<file path="src/rtl/ser3w_reg_slave.sv">
// 3-wire serial register slave: oversampled bus decode, byte register file, read-back and local read port.
// Latency: SYNC_STAGES+1 i_clk from bus edge to action; o_loc_data 1 cycle; no backpressure (bus timing is master-paced).
module ser3w_reg_slave #(
  parameter int          ADDR_W      = 7,
  parameter int          SYNC_STAGES = 2,
  parameter logic [7:0]  RESET_VAL   = 8'h00
) (
  input  logic              i_clk,
  input  logic              i_rst,
  input  logic              i_ser_ce,
  input  logic              i_ser_clk,
  input  logic              i_ser_data,
  output logic              o_ser_data,
  output logic              o_ser_oe,
  output logic              o_wr_valid,
  output logic [ADDR_W-1:0] o_wr_addr,
  output logic [7:0]        o_wr_data,
  output logic              o_rd_valid,
  output logic              o_busy,
  input  logic [ADDR_W-1:0] i_loc_addr,
  output logic [7:0]        o_loc_data
);

  localparam int DEPTH = 1 << ADDR_W;

  typedef enum logic [2:0] {IDLE, CMD, WDATA, RDATA, DONE} state_t;

  state_t state, state_nxt;

  logic [SYNC_STAGES-1:0] ce_sync, clk_sync, data_sync;
  logic                   ce_s, clk_s, data_s, clk_prev;
  logic                   rise, fall;
  logic [3:0]             cnt;
  logic [7:0]             sh, tx;
  logic [7:0]             sh_in;
  logic [ADDR_W-1:0]      idx;
  logic [7:0]             file [DEPTH];

  always_ff @(posedge i_clk or posedge i_rst) begin
    if (i_rst) begin
      ce_sync   <= '0;
      clk_sync  <= '0;
      data_sync <= '0;
      clk_prev  <= 1'b0;
    end else begin
      ce_sync   <= {ce_sync[SYNC_STAGES-2:0], i_ser_ce};
      clk_sync  <= {clk_sync[SYNC_STAGES-2:0], i_ser_clk};
      data_sync <= {data_sync[SYNC_STAGES-2:0], i_ser_data};
      clk_prev  <= clk_s;
    end
  end

  assign ce_s   = ce_sync[SYNC_STAGES-1];
  assign clk_s  = clk_sync[SYNC_STAGES-1];
  assign data_s = data_sync[SYNC_STAGES-1];
  assign o_busy = ce_s;

  // Edges only count while the synced CE is high.
  assign rise  = ce_s &  clk_s & ~clk_prev;
  assign fall  = ce_s & ~clk_s &  clk_prev;
  assign sh_in = {data_s, sh[7:1]};

  always_ff @(posedge i_clk or posedge i_rst) begin
    if (i_rst) state <= IDLE;
    else       state <= state_nxt;
  end

  always_comb begin
    state_nxt = state;
    case (state)
      IDLE:    if (ce_s) state_nxt = CMD;
      CMD:     if (rise && cnt == 4'd7) state_nxt = sh_in[7] ? RDATA : WDATA;
      WDATA:   if (rise && cnt == 4'd7) state_nxt = DONE;
      RDATA:   if (fall && cnt == 4'd8) state_nxt = DONE;
      DONE:    state_nxt = DONE;
      default: state_nxt = IDLE;
    endcase
    if (!ce_s) state_nxt = IDLE;
  end

  always_ff @(posedge i_clk or posedge i_rst) begin
    if (i_rst) begin
      cnt        <= '0;
      sh         <= '0;
      tx         <= '0;
      idx        <= '0;
      o_ser_data <= 1'b0;
      o_ser_oe   <= 1'b0;
      o_wr_valid <= 1'b0;
      o_wr_addr  <= '0;
      o_wr_data  <= '0;
      o_rd_valid <= 1'b0;
      o_loc_data <= '0;
      for (int i = 0; i < DEPTH; i++) file[i] <= RESET_VAL;
    end else begin
      o_wr_valid <= 1'b0;
      o_rd_valid <= 1'b0;
      o_loc_data <= file[i_loc_addr];
      case (state)
        IDLE: begin
          cnt <= '0;
          sh  <= '0;
        end
        CMD: if (rise) begin
          sh  <= sh_in;
          cnt <= cnt + 4'd1;
          if (cnt == 4'd7) begin
            idx <= sh_in[ADDR_W-1:0];
            tx  <= file[sh_in[ADDR_W-1:0]];
            cnt <= '0;
          end
        end
        WDATA: if (rise) begin
          sh  <= sh_in;
          cnt <= cnt + 4'd1;
          if (cnt == 4'd7) begin
            file[idx]  <= sh_in;
            o_wr_addr  <= idx;
            o_wr_data  <= sh_in;
            o_wr_valid <= 1'b1;
          end
        end
        RDATA: if (fall) begin
          // Falls 1..8 present bits 0..7; the 9th fall releases the line.
          cnt <= cnt + 4'd1;
          if (cnt == 4'd0) begin
            o_ser_oe   <= 1'b1;
            o_ser_data <= tx[0];
          end else if (cnt < 4'd8) begin
            tx         <= {1'b0, tx[7:1]};
            o_ser_data <= tx[1];
          end else begin
            o_ser_oe   <= 1'b0;
            o_rd_valid <= 1'b1;
          end
        end
        DONE:    o_ser_oe <= 1'b0;
        default: o_ser_oe <= 1'b0;
      endcase
      if (!ce_s) o_ser_oe <= 1'b0;
    end
  end

endmodule

</file>
<file path="config.mk">
export PLATFORM = sky130hd
export DESIGN_NAME = ser3w_reg_slave
export DESIGN_NICKNAME = d
export VERILOG_FILES = /design/src/rtl/ser3w_reg_slave.sv
export SDC_FILE = /design/constraint.sdc
export NUM_CORES = 2
export LEC_CHECK = 0
export ABC_AREA = 0
export CAP_MARGIN = 15
export CORE_UTILIZATION = 50
export CTS_BUF_LIST = sky130_fd_sc_hd__clkbuf_8
export DETAILED_ROUTE_END_ITERATION = 10
export GPL_ROUTABILITY_DRIVEN = 0
export GPL_TIMING_DRIVEN = 0
export PLACE_DENSITY = 0.63
export SYNTH_ARGS = -nofsm -noshare
export SYNTH_HDL_FRONTEND = slang
export SYNTH_SLANG_ARGS = --single-unit
</file>
<file path="constraint.sdc">
create_clock -name i_clk -period 48.1 [get_ports i_clk]
set_input_delay 14.43 -clock i_clk [delete_from_list [all_inputs] [get_ports i_clk]]
set_output_delay 14.43 -clock i_clk [all_outputs]
set_load 0.02 [all_outputs]
</file>
==> results.json <==
{
  "outcome": "completed",
  "synth_top_area_cell": "dfrtp_1",
  "critPathKind": "in2reg",
  "coreArea_um2": 114200,
  "start_util_pct": 50.34,
  "drv_cap": 0,
  "netlist_area_um2": 57490,
  "cp.required_ns": 48.82,
  "syn_avg_cell_area_um2": 14.78,
  "fin_skew_ns": 0.09105,
  "seqCellArea_um2": 27200,
  "design.die.area_um2": 116300,
  "hold_viol": 0,
  "cts_buffer_depth": 3,
  "yosysSeqAreaShare_pct": 47.32,
  "grt_setup_unrepaired": "no",
  "synth_area_leaders": "dfrtp_1, mux2_2, mux4_2",
  "grt_start_max_net_pins": 127,
  "power.leakage_nw": 29.02,
  "grt_pass1_vias": 40150,
  "timing.final.crit_period_ns": 18.17,
  "grt_overflow": 0,
  "drc": 0,
  "cts_tree": "built",
  "area_delta_synth_final_pct": 11.56,
  "yosys_warnings": 0,
  "synth_common_cells": "dfrtp_1, mux2_2, mux4_2",
  "async_flop_share_pct": 100.0,
  "post_drt_wl_per_cell_um": 40.08,
  "io_buffers": 36,
  "vias_per_cell": 7.067,
  "ios": 40,
  "track_usage_pct": 40.52,
  "cts_buffers": 189,
  "rows": 124,
  "startpoint": "i_loc_addr[1]",
  "clk_latency_ns": 0.97,
  "root_buffer": "clkbuf_8",
  "crit_path_start_kind": "input port",
  "synth.distinct_cells": 61,
  "yosysMostFrequentCell": "dfrtp_1",
  "setup_viol": 0,
  "die_w_um": 341.1,
  "syn-num-nets": 3903,
  "clkTransAtPathRegs_ns": 0.06,
  "grt_antenna_before_repair": 22,
  "nFillCells": 9506,
  "clkSinkCount": 1087,
  "final_area_um2": 64130,
  "post_cts_resized": 0,
  "die_h_um": 341.1,
  "hp-class": "reg2reg",
  "arrival_ns": 18.89,
  "finalCritPeriodShare_pct": 37.77,
  "drive_gt1_share_pct": 46.72,
  "drt_first_pass_iters": 7,
  "relSlewSlack_pct": 7.454,
  "synth_seq_cells": 1087,
  "multi_input_area_um2": 28760,
  "timing.final.max_slew_violations": 0,
  "ir_drop_v": 0.00002709,
  "synth_flop_cell": "dfrtp_1",
  "path_max_fanout": 11,
  "fin_tns_setup_ns": 0,
  "place_area_um2": 60230,
  "layout.nets": 4158,
  "grt_pass1_wl_mm": 322.2,
  "ant_nets": 0,
  "hold_start": "data_sync[0]",
  "endpoint_kind": "register",
  "worst_pin_slew_ns": 1.388,
  "drt-initial-drc-count": 5349,
  "synth_top_cell_area_share_pct": 47.32,
  "dp_hpwl_mm": 170.4,
  "r2r_start": "sh[4]",
  "htreeDepth": 4,
  "cts_setup_buffers": 0,
  "power.density_nw_per_um2": 29.37,
  "max_freq_mhz": 55.04,
  "drt_wl_total_mm": 233.4,
  "synth-edff-count": 0,
  "vias": 41150,
  "synth_cells": 3889,
  "ctsHoldBuffers": 0
}
## flip-flops by register name (all words and copies together) (netlist names)
signal,count
idx,7
o_ser_oe,1
data_sync,2
o_wr_data,8
sh,7
ce_sync,2
tx,8
file,1024
cnt,4
clk_prev,1
o_rd_valid,1
clk_sync,2
o_ser_data,1
state,3
o_wr_valid,1
o_loc_data,8
o_wr_addr,7
## layer usage
layer	up-vias	global-route usage, %	routed length [um]
met1	21740	51.71	86100
met4	20	26.24	17820
met2	2958	54.71	95730
li1	15600	-	-
met5	-	1.185	273
met3	826	19.38	33440
## cell usage in the layout, fill, tap and decap left out, types with 9 or more instances in the layout
master	instances
nor2b_1	39
nand3_1	33
a21oi_1	47
buf_2	70
clkbuf_8	235
diode_2	14
nor2_2	46
mux4_2	500
a22oi_1	89
buf_8	15
a22o_1	10
o22ai_1	43
nand2_1	191
nor3_1	31
a31oi_1	9
nor2_1	50
nor4_1	16
buf_6	14
buf_16	11
clkdlybuf4s50_1	36
buf_4	30
inv_1	79
o211ai_1	10
nand2_2	15
clkbuf_1	190
buf_1	17
nand2b_1	11
mux2i_1	141
o21ai_0	71
dfrtp_1	1087
mux2_2	1026
clkinv_2	17
a211oi_1	18
## area by class of cell
| type | instances | area share (%) |
|---|---|---|
| Multi-Input combinational cell | 2475 | 44.85 |
| Sequential cell | 1087 | 42.41 |
| Clock buffer | 235 | 5.043 |
| Tap cell | 1512 | 2.950 |
| Buffer | 321 | 2.341 |
| Timing Repair Buffer | 64 | 1.414 |
| Clock inverter | 108 | 0.8857 |
| Antenna cell | 14 | 0.05463 |
| Inverter | 6 | 0.04682 |
## critical path: stages
cell,delay [ns]
buf_2,0.28
buf_2,0.64
clkbuf_1,1.04
buf_2,0.52
mux4_2,0.36
mux2i_1,0.52
nand2_1,0.14
a31oi_1,0.59
o211ai_1,0.32
## worst paths after layout
kind	to	slack, ns	cells past startpoint
max	o_loc_data[1]	29.93	9
min	data_sync[1]	0.35	0
max reg2reg	tx[1]	42.81	8
min reg2reg	data_sync[1]	0.35	0
max in group asynchronous	file[88]	31.77	5
min in group asynchronous	file[833]	14.04	2
## per-stage QoR
| stage | utilization [%] | setup WS, ns | hold slack (ns) | total power, mW | cells |
|---|---|---|---|---|---|
| after floorplan | - | 3.067 | 0.3312 | 0.9850 | 3889 |
| after global placement | 52.32 | -10.66 | 0.3338 | 1.023 | 5437 |
| after detailed placement | 52.74 | 29.31 | 0.3347 | 1.023 | 5461 |
| after CTS | 56.07 | 30.29 | 0.3475 | 1.880 | 5804 |
| after global routing | 56.14 | 30.15 | 0.3504 | 1.925 | 5812 |
| final | 56.16 | 29.93 | 0.3471 | 1.884 | 5822 |
## power breakdown
part           switching (mW)  internal (mW)
Sequential            0.00171          0.916
Combinational          0.0695         0.0217
Clock                   0.419          0.455
Total                   0.490           1.39
## cell families after synthesis
| family | count (synthesis) | share of synthesized area (%) |
|---|---|---|
| simple gates | 475 | 4.068 |
| fa+ha+maj | 2 | 0.04352 |
| mux | 1667 | 42.14 |
| buf+inv | 327 | 2.647 |
| flops | 1087 | 47.32 |
| xor+xnor | 1 | 0.01524 |
| compound gates | 330 | 3.768 |
No activity file was read; power rests on OpenSTA's default activity.
